<file path="src/rtl/one_to_4_router.sv">
// -----------------------------------------------------------------------------
// one_to_4_router
//
// Routes a single valid/ready input stream onto one of four output lanes.
// Each lane owns a one-entry buffer (EMPTY / FULL). A beat accepted on a
// rising edge appears on its lane one cycle later. Lanes are independent, so
// a stalled lane never blocks traffic to the others.
//
// Handshake: a transfer happens on a rising edge when valid and ready are
// both 1. Valid must not depend on ready. Once valid is raised, the producer
// holds valid and data stable until the transfer. in_ready is combinational
// from Sel, the lane state and out_ready. It does not depend on in_valid.
//
// Optional feature: define ROUTER_XFER_CNT_EN to add the 32-bit xfer_count
// port. It counts accepted input beats and wraps at 32'hFFFFFFFF.
//
// Ports
//   clk        : clock, rising edge
//   reset      : synchronous active-high reset
//   Sel        : destination lane of the input beat (0..3 -> output_1..4)
//   in_valid   : input beat present
//   in_ready   : router can accept the input beat this cycle
//   input_1    : input beat data
//   output_1-4 : lane data, driven from the lane buffers
//   out_valid  : bit k set when lane k+1 is FULL (mirrors the lane FSM state)
//   out_ready  : bit k set when the lane k+1 consumer accepts this cycle
//   xfer_count : accepted-beat counter (ROUTER_XFER_CNT_EN only)
// -----------------------------------------------------------------------------
module one_to_4_router #(
  parameter int DWIDTH = 64
) (
  input  logic              clk,
  input  logic              reset,
  input  logic [1:0]        Sel,
  input  logic              in_valid,
  output logic              in_ready,
  input  logic [DWIDTH-1:0] input_1,
  output logic [DWIDTH-1:0] output_1,
  output logic [DWIDTH-1:0] output_2,
  output logic [DWIDTH-1:0] output_3,
  output logic [DWIDTH-1:0] output_4,
  output logic [3:0]        out_valid,
  input  logic [3:0]        out_ready
`ifdef ROUTER_XFER_CNT_EN
  ,
  output logic [31:0]       xfer_count
`endif
);

  typedef enum logic {
    EMPTY = 1'b0,
    FULL  = 1'b1
  } lane_state_t;

  lane_state_t       lane_state [4];
  logic [DWIDTH-1:0] lane_data  [4];
  logic              in_xfer;

  // A lane can accept when it is empty, or when its buffered beat leaves
  // on the same edge.
  assign in_ready = (lane_state[Sel] == EMPTY) || out_ready[Sel];
  assign in_xfer  = in_valid && in_ready;

  // Lane FSMs. The data registers load only on an input transfer, so an
  // EMPTY lane keeps presenting its last beat.
  always_ff @(posedge clk) begin
    if (reset) begin
      for (int k = 0; k < 4; k++) begin
        lane_state[k] <= EMPTY;
        lane_data[k]  <= '0;
      end
    end else begin
      for (int k = 0; k < 4; k++) begin
        if (in_xfer && (Sel == 2'(k))) begin
          // EMPTY->FULL, or FULL->FULL with the data replaced.
          lane_state[k] <= FULL;
          lane_data[k]  <= input_1;
        end else if ((lane_state[k] == FULL) && out_ready[k]) begin
          lane_state[k] <= EMPTY;
        end
      end
    end
  end

  always_comb begin
    out_valid = '0;
    for (int k = 0; k < 4; k++) begin
      out_valid[k] = (lane_state[k] == FULL);
    end
  end

  assign output_1 = lane_data[0];
  assign output_2 = lane_data[1];
  assign output_3 = lane_data[2];
  assign output_4 = lane_data[3];

`ifdef ROUTER_XFER_CNT_EN
  logic [31:0] xfer_cnt_q;

  // The counter wraps naturally from 32'hFFFFFFFF to 0.
  always_ff @(posedge clk) begin
    if (reset) begin
      xfer_cnt_q <= '0;
    end else if (in_xfer) begin
      xfer_cnt_q <= xfer_cnt_q + 32'd1;
    end
  end

  assign xfer_count = xfer_cnt_q;
`endif

endmodule

</file>
<file path="config.mk">
export PLATFORM = sky130hd
export DESIGN_NAME = one_to_4_router
export DESIGN_NICKNAME = d
export VERILOG_FILES = /design/src/rtl/one_to_4_router.sv
export SDC_FILE = /design/constraint.sdc
export NUM_CORES = 1
export LEC_CHECK = 0
export ABC_AREA = 1
export CAP_MARGIN = 15
export CORE_ASPECT_RATIO = 0.7
export CORE_MARGIN = 1.5
export CORE_UTILIZATION = 40
export CTS_CLUSTER_DIAMETER = 50
export DETAILED_ROUTE_END_ITERATION = 8
export DONT_BUFFER_PORTS = 1
export PLACE_DENSITY = 0.68
export SLEW_MARGIN = 20
export SYNTH_ARGS = -nofsm -noshare
export SYNTH_HDL_FRONTEND = slang
export SYNTH_SLANG_ARGS = --single-unit
</file>
<file path="constraint.sdc">
create_clock -name clk -period 2.6 [get_ports clk]
set_input_delay 0.39 -clock clk [delete_from_list [all_inputs] [get_ports clk]]
set_output_delay 0.39 -clock clk [all_outputs]
set_load 0.02 [all_outputs]
</file>
* Yosys cells after proc, flatten, opt, wreduce, memory -nomap -nowiden
Memories as Yosys holds them, arrays and structs flattened.
Index checks and enable logic that the tools add are counted.
W data, S select, Z words.
** Storage, ports and cells
- Output and inout bits :: 261
- Input bits :: 73
- Memory bits (writable) :: 260
- Bits in registers :: 0
- Word-level logic and storage cells :: 74
- Memories :: 2
** Cells by class
- Bitwise gates (word level) :: 13
- Equality and inequality tests :: 3
- Multiplexer cells :: 44
- $lt $le $gt $ge :: 1
- Reduce and logical (&&, ||, !) cells :: 11
** Memories
- lane_data :: depth 4, bits a word 64, rd ports 4, clocked after memory_dff 0, write ports 4, line 56 : logic [DWIDTH-1:0] lane_data [4];
- lane_state :: depth 4, bits a word 1, rd ports 5, clocked after memory_dff 0, write ports 4, line 55 : lane_state_t lane_state [4];
** Operators with widths (number)
- $mux W64 :: 4
- $mux W1 :: 39
- $or A1 B1 Y1 :: 12
- $logic_and A1 B1 Y1 :: 9
- $eq A2 B2 Y1 const B :: 2
- $lt A2 B3 Y1 const B :: 1
- $bmux W1 S2 :: 1
- $eq A2 B1 Y1 const B :: 1
- $logic_not A2 Y1 :: 1
- $logic_or A1 B1 Y1 :: 1
- $not A1 Y1 :: 1

* Depth between registers and ports, before layout
Gate-level depths: netlist of the first run.
- Depth after elaboration :: 10
- Gate-level depth with buffers :: 11
- Mapped depth without buffers :: 8

* Least setup slack after synthesis of the first run
OpenSTA, ideal clock, no wires.
- Kind :: in2reg
- Start :: in Sel[0]
- End :: mem lane_data[0][0], enable pin
- Path buffers :: 1
- Data required time :: 2.176 ns
- Stages on the path :: 8
- Slack :: -0.253 ns
- Data arrival time :: 2.430 ns
- Cells stage by stage :: buf_4 nor2_2 nand2_1 nand2_1 nor2_2 nand2_4 nand3_1 nand2_1
** RTL lines
- start, declared :: line 34 : input logic [1:0] Sel,
- end, declared :: line 56

==> flow_metrics.py, run 1 <==
metrics = {
    "cts": {
        "cts.path.max_buffers": 3,
        "cts-root-buf": "clkbuf_16",
        "cts_resized": 0,
        "cts_buffers": 24,
        "cts.sinks": 260,
        "cts.htree.levels": 1,
        "clkLatencyLatePin_ns": 0.51,
        "cts_tree": "built",
        "clk_pin_slew_ns": 0.06,
        "cts_hold_buf": 0,
        "cts_setup_buffers": 0,
    },
    "placement": {
        "post-dp-hpwl_microns": 14600,
        "post-place-ws_ns": 0.552,
        "io_buffers": 0,
        "gp_congestion": 0.815,
    },
    "sta": {
        "rsz0062_at_grt": "no",
        "fin_ws_ns": 0.539,
        "fin_crit_ns": 2.06,
        "max_freq_mhz": 485,
        "maxSlewViolCount": 0,
        "setup_tns_ns": 0,
        "fin_crit_sh_pct": 79.3,
        "max_slew.worst_pin.slew_ns": 0.532,
        "relSlewSlack_pct": 64.5,
        "whs_ns": 0.122,
        "finalHoldViolCount": 0,
        "setup_viol": 0,
        "clock_skew_ns": 0.0124,
    },
    "power": {
        "p_leak_nw": 4.25,
        "max-vdd-ir-drop_uv": 426,
        "powerDensity_mw_per_mm2": 844,
    },
    "finish": {
        "fin_nets": 742,
        "multi_input_area_sq_mm": 0.00118,
        "nFillCells": 1983,
        "diodes": 0,
        "regArea_sq_mm": 0.00781,
        "final_layout_size_suffix_gt1_share_pct": 8.03,
        "syn2layout_area_growth_pct": 11.7,
    },
    "worst_setup_path": {
        "endpoint_kind": "flop",
        "crit_type": "reg -> reg",
        "required_ns": 2.80,
        "critical_path.startpoint_type": "flop",
        "worstPathMaxFanout": 27,
        "critPathArrivalTime_ns": 2.26,
    },
    "grt": {
        "grt_pass1_vias": 4970,
        "grt_max_degree": 66,
        "grt_pass1_wl_microns": 32300,
        "grt_overflow": 0,
        "grtUsageTotal_pct": 17.4,
        "antenna_found_initial": 0,
    },
    "yosys": {
        "synth-seq-area-share_pct": 82.1,
        "synth_nets": 737,
        "syn_area_sq_mm": 0.00951,
        "ys_ff_latch": 260,
        "netlist_instances": 664,
        "yosys_warnings": 0,
        "synth.distinct_cells": 13,
        "syn_area_per_cell_sq_um": 14.3,
    },
    "detailed_routing": {
        "firstDrtPassIters": 5,
        "drt_iter0_markers": 388,
        "ant_nets": 0,
        "routed_via_density": 5.05,
        "dr_total_vias": 5030,
        "wl_per_cell_microns": 22.1,
        "route.detailed.drc": 0,
        "drt_wl_total_microns": 22100,
    },
    "outcome": {
        "status": "finished, final reports clean",
    },
    "floorplanning": {
        "io_pins": 334,
        "num_rows": 46,
        "die_h_microns": 132,
        "die_w_microns": 187,
        "fp.coreArea_sq_mm": 0.0230,
        "initial_core_util_pct": 41.4,
        "dieArea_sq_mm": 0.0247,
    },
    "min_path": {
        "hold_path_class": "in -> reg",
    },
    "job": {
        "cap_violations": 0,
    },
}
## stage by stage
stage	utilization (%)	total power [mW]	std cells	instance area (sq um)
final	46.3	8.97	997	10600
after global routing	46.3	9.24	997	10600
after CTS	46.3	9.06	997	10600
after global placement	43.1	5.78	955	9890
after detailed placement	43.1	5.78	955	9890
after floorplan	-	5.59	664	9520
## cells in the final DEF (no fill, tap or decap), drive strengths merged
cell type	n
bufinv	1
clkinv	9
clkbuf	30
nand2	22
edfxtp	260
clkinvlp	1
nand3	11
inv	73
nand4	4
nor2	260
buf	14
## synthesized netlist by cell type (all sizes together)
library cell,instances,area share (%)
buf,33,2.8
clkbuf,2,0.079
edfxtp,260,82
inv,72,2.8
nand2,22,0.95
nand3,11,0.58
nand4,4,0.26
nor2,260,10
## layout make-up
type	count	area share (%)
clock buffer	30	6.07
timing repair buffer	14	2.29
multi-input combinational	297	11.1
clock inverter	12	0.801
sequential	260	73.5
tap	312	3.68
inverter	72	2.54
## kinds of logic (layout without fill, tap and decap cells)
| group | after synthesis | after routing | share of synthesized area [%] |
|---|---|---|---|
| AND/OR/NAND/NOR | 297 | 297 | 12.1 |
| flip-flops | 260 | 260 | 82.1 |
| buffers and inverters | 107 | 128 | 5.76 |
## worst paths after layout
check,slack (ns),cells past startpoint,start,end
worst max-delay path,0.54,8,lane_state[0],lane_data[0][31]
worst min-delay path,0.12,2,out_ready[1],lane_state[1]
worst max register to register,0.54,8,lane_state[0],lane_data[0][31]
worst min register to register,0.77,2,lane_state[1],lane_state[1]
## state kept, by name, summed over array words and instances, names as in the netlist
name and cells:
lane_data 256, lane_state 4
## power by group
group,switching (mW),internal [mW]
registers,0.443,4.90
clock network,1.43,1.85
logic,0.268,0.0715
total,2.14,6.82
## per-layer routing
layer,wire length (microns),track usage [%]
met1,8660,21.7
met2,10300,28.0
met3,2660,7.16
met4,492,4.57
met5,0,0
## worst max-delay path, stage by stage (launching register included)
cell and delay [ns]:
edfxtp_1 0.51, nand2_1 0.12, nand2_1 0.05, nand2_1 0.05, nand2_1 0.08, nand2_4 0.15
nand3_1 0.15, nand2_4 0.35, buf_12 0.24
(Power assumes the default switching activity.)
==> run 2: changes to the inputs <==
- ABC_AREA: 1 -> 0
- clock period: 2.6 -> 1.7 ns (I/O delays scaled with it)
==> run 2 against run 1 <==
The flow now finishes with violations (setup timing). Global-route usage increased by 3.2 points. Wire length rose by 29%. Clock skew decreased by 0.00083 ns. Area after synthesis up 8.4%. Via count increased by 22%. Clock-buffer cell count up 4. Combinational power up 140%. Register-to-register slack worse by 0.43 ns. Clock power up 74%. Die area rose by 8.3%. Synthesized cell count up 3.5%. Cell area increased by 11%. Critical path type is now reg -> out.
==> flow_metrics.py, run 2 <==
metrics = {
    "outcome": {
        "status": "finished, violations left",
        "violations": "setup timing",
    },
    "sta": {
        "relSlewSlack_pct": 65.0,
        "finalHoldViolCount": 0,
        "setup_viol": 1,
        "clock_skew_ns": 0.0115,
        "max_freq_mhz": 527,
        "max_slew.worst_pin.slew_ns": 0.524,
        "fin_crit_ns": 1.90,
        "setup_tns_ns": -0.196,
        "rsz0062_at_grt": "yes",
        "fin_crit_sh_pct": 112,
        "maxSlewViolCount": 0,
        "whs_ns": 0.0615,
        "fin_ws_ns": -0.196,
    },
    "finish": {
        "largest_reg_flops": 256,
        "fin_nets": 747,
        "syn2layout_area_growth_pct": 13.9,
        "finalInstanceArea_sq_mm": 0.0117,
        "regMostFlops": "lane_data",
        "diodes": 0,
        "final_util_pct": 47.0,
        "final_layout_size_suffix_gt1_share_pct": 15.4,
        "stdcell_count": 1020,
        "mostFrequentLayoutCells": "edfxtp_1, nor3_1, nand3b_1",
        "reg_top3": "lane_data x256, lane_state x4",
        "final_common_cell": "edfxtp_1",
    },
    "yosys": {
        "synth.top_cell.area_share_pct": 75.7,
        "async_reset_ff_share_pct": 0,
        "synth_flop_cell": "edfxtp_1",
        "yosysMostFrequentCell": "edfxtp_1",
        "ys_ff_latch": 260,
        "synth_area_leaders": "edfxtp_1, nor3_1, nand3b_1, nor3_2, buf_2",
        "yosys_warnings": 0,
        "yosysTopAreaCell": "edfxtp_1",
        "netlist_instances": 687,
        "syn_area_sq_mm": 0.0103,
        "synth_edf_count": 260,
        "synth_nets": 760,
        "synthTopCellsByCount": "edfxtp_1, nor3_1, nand3b_1",
        "synth.distinct_cells": 18,
        "syn_area_per_cell_sq_um": 15.0,
        "synth-seq-area-share_pct": 75.7,
    },
    "placement": {
        "dpl_cell_area_sq_mm": 0.0108,
        "io_buffers": 0,
        "post-dp-hpwl_microns": 18100,
        "gp_congestion": 0.840,
        "dp.cells": 963,
    },
    "min_path": {
        "hold_path_class": "in -> reg",
        "worstHoldEndpoint": "lane_data[3][1]",
        "whs_path_depth": 2,
        "min-delay-start": "out_ready[3]",
    },
    "worst_setup_path": {
        "critPathArrivalTime_ns": 1.64,
        "crit_path_cell_trace": "buf_6 -> nand2b_1 -> mux4_2",
        "r2r_cells": 4,
        "worstPathMaxFanout": 3,
        "r2r_end": "lane_state[1]",
        "rrSetupSlack_ns": 0.11,
        "required_ns": 1.44,
        "critical_path.top_delay_family": "multiplexers",
        "endpoint_kind": "output port",
        "critical_path.startpoint_type": "flop",
        "slowest_delay_ns": 0.54,
        "crit_type": "reg -> out",
        "cp_slowest_cell": "mux4_2",
        "path_depth": 3,
        "worstReg2RegStart": "lane_state[1]",
        "path_buf_inv": 1,
    },
    "grt": {
        "grtUsageTotal_pct": 20.5,
        "grt_max_degree": 68,
        "grt_pass1_vias": 5998,
        "grt_overflow": 0,
        "antenna_found_initial": 0,
        "grt_pass1_wl_microns": 40800,
    },
    "cts": {
        "clkLatencyLatePin_ns": 0.52,
        "cts_buffers": 28,
        "clk_pin_slew_ns": 0.07,
        "cts.sinks": 260,
        "cts_tree": "built",
        "cts.path.max_buffers": 3,
        "cts.htree.levels": 1,
        "cts-root-buf": "clkbuf_16",
    },
    "detailed_routing": {
        "drt_iter0_markers": 425,
        "wl_per_cell_microns": 27.8,
        "route.detailed.drc": 0,
        "drt_wl_total_microns": 28400,
        "dr_total_vias": 6135,
        "firstDrtPassIters": 5,
        "ant_nets": 0,
        "routed_via_density": 6.01,
    },
    "floorplanning": {
        "num_rows": 48,
        "initial_core_util_pct": 41.3,
        "io_pins": 334,
        "die_h_microns": 137,
        "fp.coreArea_sq_mm": 0.0250,
        "die_w_microns": 195,
        "dieArea_sq_mm": 0.0268,
    },
    "power": {
        "powerDensity_mw_per_mm2": 1240,
        "p_leak_nw": 3.77,
        "max-vdd-ir-drop_uv": 672,
    },
    "job": {
        "cap_violations": 0,
    },
}
## run 2: cell types whose count changed after synthesis, sizes merged, moves of 4 or more
cell	previous run	this run
nor2	260	0
nor3	0	260
inv	72	2
nand3b	0	64
clkbuf	2	29
nand2	22	1
buf	33	46
nand3	11	0
o31ai	0	8
nand2b	0	7
a21oi	0	4
nand4	4	0
nor2b	0	4
## run 2: through the flow
stage	total power [mW]	worst slack [ns]
after global placement	8.98	0.150
after floorplan	8.67	-1.13
after CTS	14.7	-0.230
after global routing	15.0	-0.246
after detailed placement	8.99	0.127
final	14.6	-0.196
## run 2: cell type report
| class | count | area (sq um) |
|---|---|---|
| clock inverter | 17 | 131 |
| multi-input combinational | 350 | 2210 |
| fill | 2158 | 13200 |
| sequential | 260 | 7810 |
| timing repair buffer | 32 | 427 |
| inverter | 2 | 11.3 |
| tap | 325 | 407 |
| clock buffer | 34 | 744 |
## run 2: what timing repair did
action,CTS,global route
hold endpoints to repair,4,0
buffers inserted,0,1
setup endpoints to repair,1,1
hold buffers,5,0
gates resized for setup,3,0
## run 2: kinds of logic (layout without fill, tap and decap cells)
| group | count (synthesis) | in the layout | share of synthesized area [%] |
|---|---|---|---|
| compound gates | 12 | 12 | 0.777 |
| buf+inv | 77 | 85 | 3.76 |
| flops | 260 | 260 | 75.7 |
| mux | 1 | 1 | 0.218 |
| simple gates | 337 | 337 | 19.5 |
## run 2: worst max-delay path by stage
stage                  startpoint  slack (ns)               end
global placement         in_valid        0.15  lane_data[1][35]
finish              lane_state[1]       -0.20          in_ready
global route        lane_state[2]       -0.25          in_ready
floorplan                  Sel[0]       -1.13   lane_data[0][0]
CTS                 lane_state[3]       -0.23          in_ready
detailed placement       in_valid        0.13  lane_data[1][40]
## run 2: per-layer routing
metal	GRT usage, %	part of all wire, %	vias up
met5	0	0	-
met4	4.18	1.5	0
met3	8.15	13	34
met2	32.6	46	374
met1	26.8	40	3096
li1	-	-	2631
## run 2: power by group
group / switching [mW] / internal, mW / total (mW) / leakage, nW
clock: 2.43 / 3.29 / 5.72 / 0.424
sequential: 0.611 / 7.45 / 8.06 / 2.73
combinational: 0.598 / 0.215 / 0.813 / 0.622
total: 3.64 / 11.0 / 14.6 / 3.77
==> run 3: changes to the inputs <==
- CORE_UTILIZATION: 40 -> 57
- PLACE_DENSITY: 0.68 -> 0.87
==> run 3 against run 2 <==
The run still ends with setup timing left. Sequential share of layout area grew 1.7 points. Cell count shrank 9.9%. Via count grew 4.0%. Combinational power shrank 3.7%. Fmax grew 1.0%. Worst hold slack gained 0.046 ns. Critical endpoint unchanged. Sequential power is essentially flat. Clock-buffer cell count shrank 2. Largest power group unchanged.
==> flow_metrics.py, run 3 (synthesis gave the netlist of run 2 again) <==
metrics = {
    "finish": {
        "final_common_cell": "edfxtp_1",
        "mostFrequentLayoutCells": "edfxtp_1, nor3_1, nand3b_1",
        "regMostFlops": "lane_data",
        "fin_nets": 743,
        "finalInstanceArea_sq_mm": 0.0114,
        "diodes": 0,
        "reg_top3": "lane_data x256, lane_state x4",
        "nFillCells": 1193,
        "largest_reg_flops": 256,
        "syn2layout_area_growth_pct": 11.1,
        "final_layout_size_suffix_gt1_share_pct": 15.3,
        "final_util_pct": 65.7,
    },
    "sta": {
        "setup_viol": 1,
        "fin_crit_ns": 1.88,
        "relSlewSlack_pct": 35.5,
        "clock_skew_ns": 0.0107,
        "maxSlewViolCount": 0,
        "fin_ws_ns": -0.177,
        "max_slew.worst_pin.slew_ns": 0.967,
        "setup_tns_ns": -0.177,
        "fin_crit_sh_pct": 110,
        "finalHoldViolCount": 0,
        "max_freq_mhz": 533,
        "rsz0062_at_grt": "yes",
    },
    "worst_setup_path": {
        "required_ns": 1.44,
        "crit_start": "lane_state[1]",
        "rrSetupSlack_ns": 0.08,
        "worstReg2RegStart": "lane_state[3]",
        "critPathArrivalTime_ns": 1.62,
        "r2r_end": "lane_data[3][9]",
        "endpoint_kind": "output port",
        "crit_type": "reg -> out",
        "critical_path.startpoint_type": "flop",
        "r2r_cells": 4,
        "worstPathMaxFanout": 3,
    },
    "cts": {
        "clk_pin_slew_ns": 0.06,
        "cts_tree": "built",
        "cts.sinks": 260,
        "cts.path.max_buffers": 3,
        "cts_buffers": 24,
        "clkLatencyLatePin_ns": 0.51,
        "cts-root-buf": "clkbuf_16",
        "cts.htree.levels": 1,
    },
    "placement": {
        "gp_congestion": 0.890,
        "io_buffers": 0,
        "dpl_cell_area_sq_mm": 0.0106,
        "post-dp-hpwl_microns": 17700,
    },
    "power": {
        "p_leak_nw": 3.69,
        "combPwrFrac_pct": 5.6,
        "max-vdd-ir-drop_uv": 752,
        "p_sw_mw": 3.46,
        "internal-power_mw": 10.5,
        "total_power_mw": 14.0,
        "swShare_pct": 24.8,
        "powerDensity_mw_per_mm2": 1220,
        "sequentialPowerShare_pct": 57.8,
        "clkPwrFrac_pct": 36.6,
    },
    "grt": {
        "grtUsageTotal_pct": 28.5,
        "grt_pass1_wl_microns": 39600,
        "grt_max_degree": 68,
        "grt_overflow": 0,
        "grt_pass1_vias": 5935,
        "antenna_found_initial": 0,
    },
    "floorplanning": {
        "fp.coreArea_sq_mm": 0.0174,
        "num_rows": 40,
        "initial_core_util_pct": 59.2,
        "dieArea_sq_mm": 0.0189,
        "die_h_microns": 116,
        "io_pins": 334,
        "die_w_microns": 164,
    },
    "detailed_routing": {
        "ant_nets": 0,
        "route.detailed.drc": 0,
        "wl_per_cell_microns": 30.2,
        "drt_iter0_markers": 1024,
        "drt_wl_total_microns": 27700,
        "routed_via_density": 6.94,
        "firstDrtPassIters": 6,
        "dr_total_vias": 6381,
    },
    "min_path": {
        "worstHoldEndpoint": "lane_data[0][10]",
        "whs_path_depth": 2,
        "hold_path_class": "in -> reg",
        "min-delay-start": "out_ready[0]",
    },
    "outcome": {
        "status": "finished, violations left",
        "violations": "setup timing",
    },
    "job": {
        "cap_violations": 0,
    },
}
-- run 3: power groups by stage --
stage          Sequential, mW  Combinational, mW  Clock (mW)
2_1_floorplan            8.11              0.555           0
6_report                 8.07              0.783        5.11
3_3_place_gp             8.18              0.718           0
5_1_grt                  8.09              0.833        5.35
3_5_place_dp             8.20              0.756           0
4_1_cts                  8.07              0.775        5.13
-- run 3: critical path, cell delays in order, from the launching register on --
cell	delay (ns)
edfxtp_1	0.39
buf_6	0.15
nand2b_1	0.05
mux4_2	0.53
-- run 3: area by class of cell --
| type | count | area, sq um | share of cell area [%] |
|---|---|---|---|
| clock inverter | 12 | 85.1 | 0.743 |
| clock buffer | 32 | 652 | 5.69 |
| inverter | 2 | 11.3 | 0.0984 |
| tap | 231 | 289 | 2.52 |
| multi-input combinational | 350 | 2220 | 19.4 |
| sequential | 260 | 7810 | 68.2 |
| timing repair buffer | 32 | 388 | 3.39 |
-- run 3: stage by stage --
| step | worst slack (ns) | hold WS (ns) | std cells |
|---|---|---|---|
| floorplan | -1.13 | 0.482 | 687 |
| finish | -0.177 | 0.107 | 919 |
| CTS | -0.190 | 0.0834 | 919 |
| global placement | 0.138 | 0.475 | 869 |
| global route | -0.225 | 0.0924 | 919 |
| detailed placement | 0.0722 | 0.486 | 869 |
-- run 3: how the worst max path moves through the flow --
| stage | to | slack, ns | depth (start not counted) |
|---|---|---|---|
| global placement | lane_data[0][60] | 0.14 | 3 |
| finish | in_ready | -0.18 | 3 |
| detailed placement | lane_data[0][29] | 0.07 | 3 |
| floorplan | lane_data[0][0] | -1.13 | 4 |
| global route | in_ready | -0.23 | 3 |
| CTS | in_ready | -0.19 | 3 |
-- run 3: metal layers --
metal	wire length (microns)	share of wire, %	vias to the layer above	global-route usage, %
met4	495	1.8	0	5.45
met2	13300	48	574	46.0
met1	9490	34	3153	37.1
met3	4390	16	44	11.5
met5	0	0	-	0
li1	-	-	2610	-
-- run 3: repair_timing --
action,4_1_cts,5_1_grt
hold buffers,5,0
hold endpoints to repair,4,0
gates resized for setup,3,4
buffers inserted,1,0
setup endpoints to repair,1,49
